<file path="src/rtl/spi_master_shifter_pkg.sv">
// Shared SPI definitions: FSM encodings, default frame-size log and clock-mode names.
// Used by both the SCK/CS generator and the data-path shifter.
package spi_master_shifter_pkg;

  localparam int SPI_MAX_WIDTH_LOG_DEFAULT = 4;

  localparam logic [1:0] ST_IDLE  = 2'd0;
  localparam logic [1:0] ST_SHIFT = 2'd1;
  localparam logic [1:0] ST_DONE  = 2'd2;

  localparam logic CPHA_FIRST_EDGE  = 1'b0;
  localparam logic CPHA_SECOND_EDGE = 1'b1;
  localparam logic CPOL_IDLE_LOW    = 1'b0;
  localparam logic CPOL_IDLE_HIGH   = 1'b1;

endpackage

</file>
<file path="src/rtl/spi_master_shifter_if.sv">
// Host-side bundle of the shifter: frame request/config in, received word out.
// spi_start is a single-cycle request; rx_valid is a single-cycle, unacknowledged result pulse.
interface spi_master_shifter_if #(
  parameter int SPI_MAX_WIDTH_LOG = 4,
  parameter int DATA_WIDTH        = 2**SPI_MAX_WIDTH_LOG
);
  logic                         spi_start;
  logic                         cpha;
  logic                         msb_first;
  logic [SPI_MAX_WIDTH_LOG-1:0] spi_width;
  logic [DATA_WIDTH-1:0]        tx_data;
  logic [DATA_WIDTH-1:0]        rx_data;
  logic                         rx_valid;
  logic                         rx_err;
  logic                         busy;

  modport master (
    output spi_start, cpha, msb_first, spi_width, tx_data,
    input  rx_data, rx_valid, rx_err, busy
  );

  modport slave (
    input  spi_start, cpha, msb_first, spi_width, tx_data,
    output rx_data, rx_valid, rx_err, busy
  );
endinterface

</file>
<file path="src/rtl/spi_master_shifter.sv">
// SPI master data path: serialises tx_data onto mosi and assembles miso into rx_data,
// driven by the generator's one-cycle edge strobes, honouring CPHA and bit order.
module spi_master_shifter
  import spi_master_shifter_pkg::*;
#(
  parameter int SPI_MAX_WIDTH_LOG = SPI_MAX_WIDTH_LOG_DEFAULT,
  parameter int DATA_WIDTH        = 2**SPI_MAX_WIDTH_LOG
) (
  input  logic                  clk,
  input  logic                  rst_n,
  spi_master_shifter_if.slave   host,
  input  logic                  sck_first_edge,
  input  logic                  sck_second_edge,
  input  logic                  spi_finish,
  input  logic                  miso,
  output logic                  mosi,
  output logic [1:0]            dbg_state
);

  localparam int LW = SPI_MAX_WIDTH_LOG;
  localparam int CW = SPI_MAX_WIDTH_LOG + 1;
  localparam logic [CW-1:0] CNT_ONE = CW'(1);
  localparam logic [LW-1:0] IDX_ONE = LW'(1);
  localparam logic [LW-1:0] IDX_ZERO = '0;

  // Position of the k-th serial bit within a word of W+1 bits.
  function automatic logic [LW-1:0] bit_pos(input logic [LW-1:0] k,
                                            input logic [LW-1:0] w,
                                            input logic          msb);
    return msb ? (w - k) : k;
  endfunction

  logic [1:0]            state_q;
  logic [DATA_WIDTH-1:0] tx_q;
  logic [LW-1:0]         w_q;
  logic                  cpha_q;
  logic                  msb_q;
  logic [DATA_WIDTH-1:0] rx_sh_q;
  logic [CW-1:0]         cnt_q;
  logic [LW-1:0]         drv_idx_q;
  logic                  first_seen_q;
  logic                  mosi_q;
  logic [DATA_WIDTH-1:0] rx_data_q;
  logic                  rx_valid_q;
  logic                  rx_err_q;

  logic                  sample_stb;
  logic                  drive_stb;
  logic [DATA_WIDTH-1:0] rx_next;
  logic [CW-1:0]         cnt_next;
  logic [CW-1:0]         cnt_eff;
  logic [CW-1:0]         frame_bits;
  logic                  frame_full;
  logic                  done_now;

  // Sample has priority: a drive strobe coinciding with a sample strobe is dropped.
  assign sample_stb = cpha_q ? sck_second_edge : sck_first_edge;
  assign drive_stb  = (cpha_q ? sck_first_edge : sck_second_edge) && !sample_stb;

  always_comb begin
    rx_next = rx_sh_q;
    rx_next[bit_pos(cnt_q[LW-1:0], w_q, msb_q)] = miso;
  end

  assign cnt_next   = cnt_q + CNT_ONE;
  assign cnt_eff    = sample_stb ? cnt_next : cnt_q;
  assign frame_bits = {1'b0, w_q} + CNT_ONE;
  assign frame_full = (cnt_eff == frame_bits);
  assign done_now   = frame_full || spi_finish;

  always_ff @(posedge clk or negedge rst_n) begin
    if (!rst_n) begin
      state_q      <= ST_IDLE;
      tx_q         <= '0;
      w_q          <= '0;
      cpha_q       <= 1'b0;
      msb_q        <= 1'b0;
      rx_sh_q      <= '0;
      cnt_q        <= '0;
      drv_idx_q    <= '0;
      first_seen_q <= 1'b0;
      mosi_q       <= 1'b0;
      rx_data_q    <= '0;
      rx_valid_q   <= 1'b0;
      rx_err_q     <= 1'b0;
    end else begin
      rx_valid_q <= 1'b0;
      case (state_q)
        ST_IDLE: begin
          if (host.spi_start) begin
            tx_q         <= host.tx_data;
            w_q          <= host.spi_width;
            cpha_q       <= host.cpha;
            msb_q        <= host.msb_first;
            rx_sh_q      <= '0;
            cnt_q        <= '0;
            drv_idx_q    <= '0;
            first_seen_q <= 1'b0;
            mosi_q       <= host.tx_data[bit_pos(IDX_ZERO, host.spi_width, host.msb_first)];
            state_q      <= ST_SHIFT;
          end
        end
        ST_SHIFT: begin
          if (sample_stb) begin
            rx_sh_q <= rx_next;
            cnt_q   <= cnt_next;
          end else if (drive_stb) begin
            // With CPHA=1 the opening first edge only launches the preloaded bit.
            if (cpha_q && !first_seen_q) begin
              first_seen_q <= 1'b1;
            end else if (drv_idx_q != w_q) begin
              drv_idx_q <= drv_idx_q + IDX_ONE;
              mosi_q    <= tx_q[bit_pos(drv_idx_q + IDX_ONE, w_q, msb_q)];
            end
          end
          if (done_now) begin
            state_q    <= ST_DONE;
            rx_valid_q <= 1'b1;
            rx_data_q  <= sample_stb ? rx_next : rx_sh_q;
            rx_err_q   <= !frame_full;
          end
        end
        ST_DONE: begin
          state_q <= ST_IDLE;
          mosi_q  <= 1'b0;
        end
        default: state_q <= ST_IDLE;
      endcase
    end
  end

  assign mosi          = mosi_q;
  assign host.rx_data  = rx_data_q;
  assign host.rx_valid = rx_valid_q;
  assign host.rx_err   = rx_err_q;
  assign host.busy     = (state_q != ST_IDLE);
  assign dbg_state     = state_q;

endmodule

</file>
<file path="src/flat_wrapper.sv">
// flat-port wrapper written by rule: the top's interface ports become plain ports
module spi_master_shifter_flat import spi_master_shifter_pkg::*;
#(
  parameter int SPI_MAX_WIDTH_LOG = SPI_MAX_WIDTH_LOG_DEFAULT,
  parameter int DATA_WIDTH        = 2**SPI_MAX_WIDTH_LOG
)
  (clk, rst_n, sck_first_edge, sck_second_edge, spi_finish, miso, mosi, dbg_state, host_spi_start, host_cpha, host_msb_first, host_spi_width, host_tx_data, host_rx_data, host_rx_valid, host_rx_err, host_busy);
  spi_master_shifter_if #(.SPI_MAX_WIDTH_LOG(SPI_MAX_WIDTH_LOG), .DATA_WIDTH(DATA_WIDTH)) host_i ();
  input  logic clk;
  input  logic rst_n;
  input  logic sck_first_edge;
  input  logic sck_second_edge;
  input  logic spi_finish;
  input  logic miso;
  output logic mosi;
  output logic [1:0] dbg_state;
  input wire logic [$bits(host_i.spi_start)-1:0] host_spi_start;
  input wire logic [$bits(host_i.cpha)-1:0] host_cpha;
  input wire logic [$bits(host_i.msb_first)-1:0] host_msb_first;
  input wire logic [$bits(host_i.spi_width)-1:0] host_spi_width;
  input wire logic [$bits(host_i.tx_data)-1:0] host_tx_data;
  output wire logic [$bits(host_i.rx_data)-1:0] host_rx_data;
  output wire logic [$bits(host_i.rx_valid)-1:0] host_rx_valid;
  output wire logic [$bits(host_i.rx_err)-1:0] host_rx_err;
  output wire logic [$bits(host_i.busy)-1:0] host_busy;
  assign host_i.spi_start = host_spi_start;
  assign host_i.cpha = host_cpha;
  assign host_i.msb_first = host_msb_first;
  assign host_i.spi_width = host_spi_width;
  assign host_i.tx_data = host_tx_data;
  assign host_rx_data = host_i.rx_data;
  assign host_rx_valid = host_i.rx_valid;
  assign host_rx_err = host_i.rx_err;
  assign host_busy = host_i.busy;
  spi_master_shifter #(.SPI_MAX_WIDTH_LOG(SPI_MAX_WIDTH_LOG), .DATA_WIDTH(DATA_WIDTH)) u_core (.clk(clk), .rst_n(rst_n), .host(host_i), .sck_first_edge(sck_first_edge), .sck_second_edge(sck_second_edge), .spi_finish(spi_finish), .miso(miso), .mosi(mosi), .dbg_state(dbg_state));
endmodule
</file>
<file path="config.mk">
export PLATFORM = sky130hd
export DESIGN_NAME = spi_master_shifter_flat
export DESIGN_NICKNAME = d
export VERILOG_FILES = /design/src/rtl/spi_master_shifter_pkg.sv /design/src/rtl/spi_master_shifter_if.sv /design/src/rtl/spi_master_shifter.sv /design/src/flat_wrapper.sv
export SDC_FILE = /design/constraint.sdc
export NUM_CORES = 1
export LEC_CHECK = 0
export BUFFER_PORTS_ARGS = -buffer_cell sky130_fd_sc_hd__buf_2
export CAP_MARGIN = 20
export CORE_ASPECT_RATIO = 1.1
export CORE_MARGIN = 8
export CORE_UTILIZATION = 64
export CTS_BUF_LIST = sky130_fd_sc_hd__clkbuf_8
export DETAILED_ROUTE_END_ITERATION = 10
export PLACE_DENSITY = 0.88
export SLEW_MARGIN = 20
export SYNTH_ARGS = -nofsm -noshare
export SYNTH_HDL_FRONTEND = slang
export SYNTH_SLANG_ARGS = --single-unit
</file>
<file path="constraint.sdc">
create_clock -name clk -period 4.85 [get_ports clk]
set_clock_uncertainty 0.15 [all_clocks]
set_input_delay 0.485 -clock clk [delete_from_list [all_inputs] [get_ports clk]]
set_output_delay 0.485 -clock clk [all_outputs]
set_load 0.05 [all_outputs]
</file>
==> results of run 1 <==
## metal layers
metal / track usage [%] / up-vias / share of wire [%]
met3: 4.17 / 24 / 5.9
met2: 38.2 / 127 / 52
met5: 0 / - / 0
met4: 14.3 / 0 / 2.8
met1: 24.0 / 1623 / 39
li1: - / 1628 / -
## worst max-delay path, stage by stage (launching register included)
cell,delay [ns]
dfrtp_1,0.56
inv_1,0.14
ha_1,0.38
and3b_1,0.21
o21ai_0,0.35
a41o_1,0.28
a22oi_1,0.14
nor3_1,0.42
o21ai_0,0.17
a22o_1,0.25
## layout make-up
| class | instances | area share (%) |
|---|---|---|
| multi-input combinational | 314 | 49.1 |
| sequential | 69 | 36.9 |
| timing repair buffer | 51 | 5.51 |
| clock buffer | 9 | 2.65 |
| tap | 82 | 2.19 |
| clock inverter | 7 | 2.09 |
| inverter | 19 | 1.52 |
## Yosys cell counts, types with 2 or more instances
| library cell | n | area share [%] |
|---|---|---|
| a21oi_1 | 28 | 3.3 |
| a22o_1 | 9 | 1.9 |
| a22oi_1 | 6 | 1.1 |
| a32oi_1 | 2 | 0.42 |
| a41o_1 | 2 | 0.48 |
| and3_1 | 2 | 0.30 |
| and3b_1 | 2 | 0.42 |
| buf_1 | 3 | 0.27 |
| buf_2 | 3 | 0.36 |
| buf_4 | 2 | 0.36 |
| buf_6 | 2 | 0.54 |
| clkbuf_1 | 12 | 1.1 |
| dfrtp_1 | 69 | 41 |
| fa_1 | 2 | 0.95 |
| ha_1 | 13 | 3.9 |
| inv_1 | 19 | 1.7 |
| mux2_2 | 22 | 5.9 |
| mux2i_1 | 21 | 5.0 |
| mux4_2 | 5 | 2.7 |
| nand2_1 | 44 | 3.9 |
| nand2b_1 | 4 | 0.60 |
| nand3_1 | 13 | 1.5 |
| nand4_1 | 2 | 0.30 |
| nor2_1 | 12 | 1.1 |
| nor2b_1 | 5 | 0.74 |
| nor3_1 | 12 | 1.4 |
| o2111ai_1 | 2 | 0.42 |
| o21a_1 | 3 | 0.54 |
| o21ai_0 | 37 | 4.4 |
| o21ai_1 | 13 | 1.5 |
| o21ai_2 | 8 | 1.7 |
| o22ai_1 | 3 | 0.45 |
| o2bb2ai_2 | 2 | 0.71 |
| o31ai_1 | 2 | 0.36 |
| or3_1 | 3 | 0.45 |
| xnor2_1 | 8 | 1.7 |
| xor2_1 | 6 | 1.2 |
## logic make-up (layout without fill, tap and decap cells)
family                     count (synthesis)  count (layout)  synth area share, %
AOI/OAI and AO/OA                        129             129                 20.0
and+or+nand+nor                          105             105                 12.2
DFF                                       69              69                 41.1
muxes                                     51              51                 14.7
buffers and inverters                     41              86                 4.29
adders and majority gates                 15              15                 4.82
xor gates and xnor gates                  14              14                 2.92
## where the power goes
group | internal [mW] | switching [mW] | total, mW
Combinational | 0.667 | 1.06 | 1.72
Sequential | 0.756 | 0.176 | 0.932
Clock | 0.291 | 0.233 | 0.524
## how the worst min path moves through the flow
stage | slack, ns | to | start | cells past startpoint
floorplan | 0.04 | u_core.cnt_q[0]$_DFFE_PN0P_ | rst_n | 0
global placement | 0.31 | u_core.host.rx_data[6]$_DFFE_PN0P_ | u_core.host.rx_data[6]$_DFFE_PN0P_ | 2
detailed placement | 0.32 | u_core.host.rx_data[12]$_DFFE_PN0P_ | u_core.host.rx_data[12]$_DFFE_PN0P_ | 2
CTS | 0.20 | u_core.host.rx_data[10]$_DFFE_PN0P_ | rst_n | 2
global route | 0.23 | u_core.tx_q[1]$_DFFE_PN0P_ | host_tx_data[1] | 2
finish | 0.16 | u_core.host.rx_data[10]$_DFFE_PN0P_ | rst_n | 2
## per-stage QoR
stage | hold slack, ns | instance area [sq um] | total power [mW]
6_report | 0.164 | 4680 | 3.18
5_1_grt | 0.226 | 4680 | 3.40
4_1_cts | 0.198 | 4680 | 3.18
3_5_place_dp | 0.315 | 4460 | 2.65
3_3_place_gp | 0.306 | 4460 | 2.57
2_1_floorplan | 0.0394 | 4200 | 2.29
## state kept, by name, summed over array words and instances (netlist names), 2 cells and up
register and cells:
u_core.cnt_q 5, u_core.dbg_state 2, u_core.drv_idx_q 4, u_core.host.rx_data 16
u_core.rx_sh_q 16, u_core.tx_q 16, u_core.w_q 4
==> results_dict.tcl, run 1 <==
set metrics [dict create \
    ys_seq_elements 69 \
    critPathMaxFanout 12 \
    post-route-util_pct 72.2 \
    outcome "completed" \
    port-buffer-count 50 \
    antenna_found_initial 0 \
    ys_seq_area_share_pct 41.1 \
    cp-start-kind "register" \
    grt_overflow_total 0 \
    min_period_ns 3.17 \
    die_area_sq_um 9420 \
    dp_cells 535 \
    reg2reg_to "u_core.rx_sh_q[13]$_DFFE_PN0P_" \
    synth_cell_type_count 58 \
    grt_usage_pct 22.0 \
    tightest_slew_ns 0.967 \
    timing.final.crit_share_pct 65.3 \
    start_util_pct 64.9 \
    required_ns 4.94 \
    cts_tree "yes" \
    leakagePower_nw 2.11 \
    cts_num_sinks 69 \
    grt_max_degree 70 \
    drive_above_1_share_pct 23.0 \
    drt-initial-drc-count 176 \
    synthesis.area_sq_um 4200 \
    grt_pass1_vias 3587 \
    clockBufferDepth 2 \
    stdcell_count 551 \
    dpl_worst_slack_ns 1.76 \
    maxCapViolCount 0 \
    layout.cells.most_common_list "dfrtp_1, buf_2, nand2_1, o21ai_0, a21oi_1" \
    root_buffer "clkbuf_8" \
    postRouteAntennaNets 0 \
    tns_ns 0 \
    area.sequential_sq_um 1730 \
    worstSetupPathType "register to register" \
    cts_hold_buf 0 \
    cp-endpoint "u_core.rx_sh_q[13]$_DFFE_PN0P_" \
    slew_headroom_pct 35.4 \
    cts_setup_buffers 0 \
    hp-class "primary input to async pin" \
    htree_levels 3 \
    hpwl_mm 7.19 \
    grt_setup_unrepaired "no" \
    fmax_mhz 316 \
    detail_route.wirelength_mm 9.72 \
    multiInputGateArea_sq_um 2300 \
    crit_start "u_core.cnt_q[2]$_DFFE_PN0P_" \
    drt_pass1_iterations 4 \
    clk_pin_slew_worst_paths_ns 0.08 \
    arrival_ns 3.25 \
    core_area_sq_um 6480 \
    regToRegSetupSlack_ns 1.68 \
    diodes 0 \
    power_density_nw_per_um2 680 \
    reg2regPathDepth 9 \
    setup_ws_ns 1.68 \
    grt_pass1_wl_mm 16.5 \
    final_common_cell "dfrtp_1" \
    place_congestion 0.904 \
    ir_worst_vdd_uv 367 \
    syn2layout_area_growth_pct 11.3 \
    drc 0 \
    rr_startpoint "u_core.cnt_q[2]$_DFFE_PN0P_" \
    finalSetupViolCount 0 \
    cts_buffers 9 \
    die_width_um 93.3 \
    dieHeight_um 101 \
    wire_per_inst_um 17.6 \
    dr_total_vias 3402 \
    row_count 31 \
    insertion_delay_ns 0.35 \
    async_flop_share_pct 100 \
    pin_count 51 \
    synth_nets 468 \
    yosys_warnings 0 \
    detail_route.vias_per_cell 6.17 \
    synth_top_flop_cell "dfrtp_1" \
    synth-edff-count 0 \
    fillerInstances 494 \
    final_nets 508 \
    finalMaxSlewViolations 0 \
    synth.avg_cell_area_sq_um 9.92 \
    hold_viol 0 \
    cts.repair.resized 0 \
    synth_cells 424 \
    crit_path_end_kind "register" \
]
Power figures use the tool's default switching activity.
==> run 2, diff against run 1 <==
--- a/config.mk
+++ b/config.mk
@@ -5,14 +5,15 @@
 export SDC_FILE = /design/constraint.sdc
 export NUM_CORES = 1
 export LEC_CHECK = 0
+export ABC_AREA = 1
 export BUFFER_PORTS_ARGS = -buffer_cell sky130_fd_sc_hd__buf_2
 export CAP_MARGIN = 20
 export CORE_ASPECT_RATIO = 1.1
 export CORE_MARGIN = 8
-export CORE_UTILIZATION = 64
+export CORE_UTILIZATION = 60
 export CTS_BUF_LIST = sky130_fd_sc_hd__clkbuf_8
 export DETAILED_ROUTE_END_ITERATION = 10
-export PLACE_DENSITY = 0.88
+export PLACE_DENSITY = 0.83
 export SLEW_MARGIN = 20
 export SYNTH_ARGS = -nofsm -noshare
 export SYNTH_HDL_FRONTEND = slang
==> constraint.sdc (replaced) <==
create_clock -name clk -period 3.15 [get_ports clk]
set_clock_uncertainty 0.15 [all_clocks]
set_input_delay 0.315 -clock clk [delete_from_list [all_inputs] [get_ports clk]]
set_output_delay 0.315 -clock clk [all_outputs]
set_load 0.05 [all_outputs]
==> results_dict.tcl, run 2 <==
set metrics [dict create \
    outcome "completed" \
    detail_route.vias_per_cell 5.42 \
    drt-initial-drc-count 189 \
    fmax_mhz 377 \
    insertion_delay_ns 0.35 \
    cts_setup_buffers 0 \
    drc 0 \
    setup_ws_ns 0.498 \
    final_common_cell "nand2_1" \
    die_width_um 94.8 \
    reg2reg_to "u_core.rx_sh_q[7]$_DFFE_PN0P_" \
    grt_pass1_vias 3711 \
    min_period_ns 2.65 \
    wire_per_inst_um 13.9 \
    synth_cell_type_count 31 \
    critPathMaxFanout 5 \
    final_nets 645 \
    synth_common_cells "nand2_1, inv_1, dfrtp_1" \
    synthesis.area_sq_um 4100 \
    antenna_found_initial 0 \
    grt_pass1_wl_mm 16.8 \
    finalMaxSlewViolations 0 \
    cts_buffers 9 \
    tns_ns 0 \
    cts_tree "yes" \
    grt_overflow_total 0 \
    worstSetupPathType "register to register" \
    cts_num_sinks 69 \
    yosysTopAreaCell "dfrtp_1" \
    rr_startpoint "u_core.w_q[0]$_DFFE_PN0P_" \
    hold_path_depth 3 \
    synth_cells 546 \
    yosysTopAreaCellShare_pct 42.1 \
    leakagePower_nw 2.53 \
    cts.repair.resized 0 \
    crit_buf_inv 2 \
    holdPathEnd "u_core.host.rx_err$_DFFE_PN0P_" \
    htree_levels 3 \
    slowest_stage "fa_1" \
    dr_total_vias 3730 \
    start_util_pct 62.2 \
    required_ns 3.20 \
    async_flop_share_pct 100 \
    cp_slowest_stage_delay_ns 0.48 \
    regToRegSetupSlack_ns 0.50 \
    layout.cells.most_common_list "nand2_1, inv_1, dfrtp_1, buf_2, nand3_1" \
    tightest_slew_ns 0.687 \
    ir_worst_vdd_uv 554 \
    ys_seq_elements 69 \
    diodes 0 \
    synth_area_leaders "dfrtp_1, nand2_1, inv_1" \
    grt_max_degree 28 \
    pin_count 51 \
    crit_path_end_kind "register" \
    synth.avg_cell_area_sq_um 7.51 \
    post-route-util_pct 71.3 \
    drive_above_1_share_pct 17.3 \
    arrival_ns 2.70 \
    port-buffer-count 50 \
    syn2layout_area_growth_pct 14.7 \
    hold_viol 0 \
    core_area_sq_um 6590 \
    area.sequential_sq_um 1730 \
    die_area_sq_um 9740 \
    slew_headroom_pct 54.1 \
    dieHeight_um 103 \
    clk_pin_slew_worst_paths_ns 0.09 \
    synth.most_common_cell "nand2_1" \
    power_density_nw_per_um2 1180 \
    maxCapViolCount 0 \
    finalSetupViolCount 0 \
    cp_top_family "adder cells" \
    multiInputGateArea_sq_um 2020 \
    dpl_worst_slack_ns 0.543 \
    hp-class "primary input to register" \
    grt_setup_unrepaired "no" \
    root_buffer "clkbuf_8" \
    worstHoldStart "spi_finish" \
    detail_route.wirelength_mm 9.57 \
    place_congestion 0.885 \
    synth_nets 590 \
    crit_chain "inv_1 -> ha_1 -> inv_1 -> fa_1 -> nand2_1 -> o21ai_0 -> nand2_1 -> nor2_1 -> nand3_1 -> o21ai_0 -> o22ai_1" \
    yosys_warnings 0 \
    ys_seq_area_share_pct 42.1 \
    fillerInstances 548 \
    drt_pass1_iterations 5 \
    grt_usage_pct 21.6 \
    postRouteAntennaNets 0 \
    hpwl_mm 7.12 \
    cts_hold_buf 1 \
    synth_top_flop_cell "dfrtp_1" \
    clockBufferDepth 2 \
    synth-edff-count 0 \
    row_count 31 \
    timing.final.crit_share_pct 84.2 \
    reg2regPathDepth 11 \
    cp-start-kind "register" \
]
==> run 2: cell type report <==
| class | instances | share of cell area [%] |
|---|---|---|
| clock inverter | 7 | 3.09 |
| clock buffer | 9 | 2.63 |
| sequential | 69 | 36.7 |
| multi-input combinational | 388 | 42.9 |
| timing repair buffer | 56 | 6.33 |
| tap | 82 | 2.18 |
| inverter | 77 | 6.15 |
==> run 2: how the worst max path moves through the flow <==
| stage | from | to | depth (start not counted) |
|---|---|---|---|
| 6_report | u_core.w_q[0]$_DFFE_PN0P_ | u_core.rx_sh_q[7]$_DFFE_PN0P_ | 11 |
| 5_1_grt | u_core.cnt_q[2]$_DFFE_PN0P_ | u_core.rx_sh_q[7]$_DFFE_PN0P_ | 12 |
| 4_1_cts | u_core.w_q[0]$_DFFE_PN0P_ | u_core.rx_sh_q[7]$_DFFE_PN0P_ | 11 |
| 3_5_place_dp | u_core.w_q[0]$_DFFE_PN0P_ | u_core.rx_sh_q[8]$_DFFE_PN0P_ | 14 |
| 3_3_place_gp | u_core.w_q[0]$_DFFE_PN0P_ | u_core.rx_sh_q[5]$_DFFE_PN0P_ | 11 |
| 2_1_floorplan | u_core.dbg_state[0]$_DFFE_PN0P_ | u_core.rx_sh_q[3]$_DFFE_PN0P_ | 8 |
==> run 2: cells by family (layout without fill, tap and decap cells) <==
| logic type | Yosys count | after routing | synth area share [%] |
|---|---|---|---|
| fa+ha+maj | 15 | 15 | 4.95 |
| mux | 7 | 7 | 1.92 |
| compound gates | 86 | 86 | 12.2 |
| flops | 69 | 69 | 42.1 |
| xor+xnor | 9 | 9 | 1.92 |
| simple gates | 271 | 271 | 28.2 |
| buf+inv | 89 | 149 | 8.64 |
==> run 2: metrics by stage <==
| stage | area [sq um] | hold slack, ns | std cells | total power, mW |
|---|---|---|---|---|
| after CTS | 4700 | 0.0472 | 688 | 5.55 |
| after global placement | 4420 | 0.197 | 671 | 4.44 |
| after floorplan | 4100 | -0.131 | 546 | 3.86 |
| after detailed placement | 4420 | 0.204 | 671 | 4.53 |
| after global routing | 4700 | 0.0606 | 688 | 6.06 |
| final | 4700 | 0.0522 | 688 | 5.56 |
==> run 2: worst reg2reg max path: cells and delay by family (launching register included) <==
kind            cells  cell delay, ns
simple gates        4            0.48
compound gates      3            0.59
flops               1            0.43
buf+inv             2            0.19
fa+ha+maj           2            0.66
==> run 2: power breakdown <==
group / total, mW / switching [mW] / internal, mW / leakage [nW]
logic: 3.11 / 2.13 / 0.986 / 1.50
registers: 1.48 / 0.251 / 1.22 / 0.895
clock network: 0.974 / 0.364 / 0.610 / 0.130
==> run 2: per-layer routing <==
metal	up-vias	wire [um]	track usage [%]
met1	1731	4020	24.8
met4	0	238	9.98
met3	21	477	3.93
li1	1875	-	-
met2	103	4840	38.1
met5	-	0	0
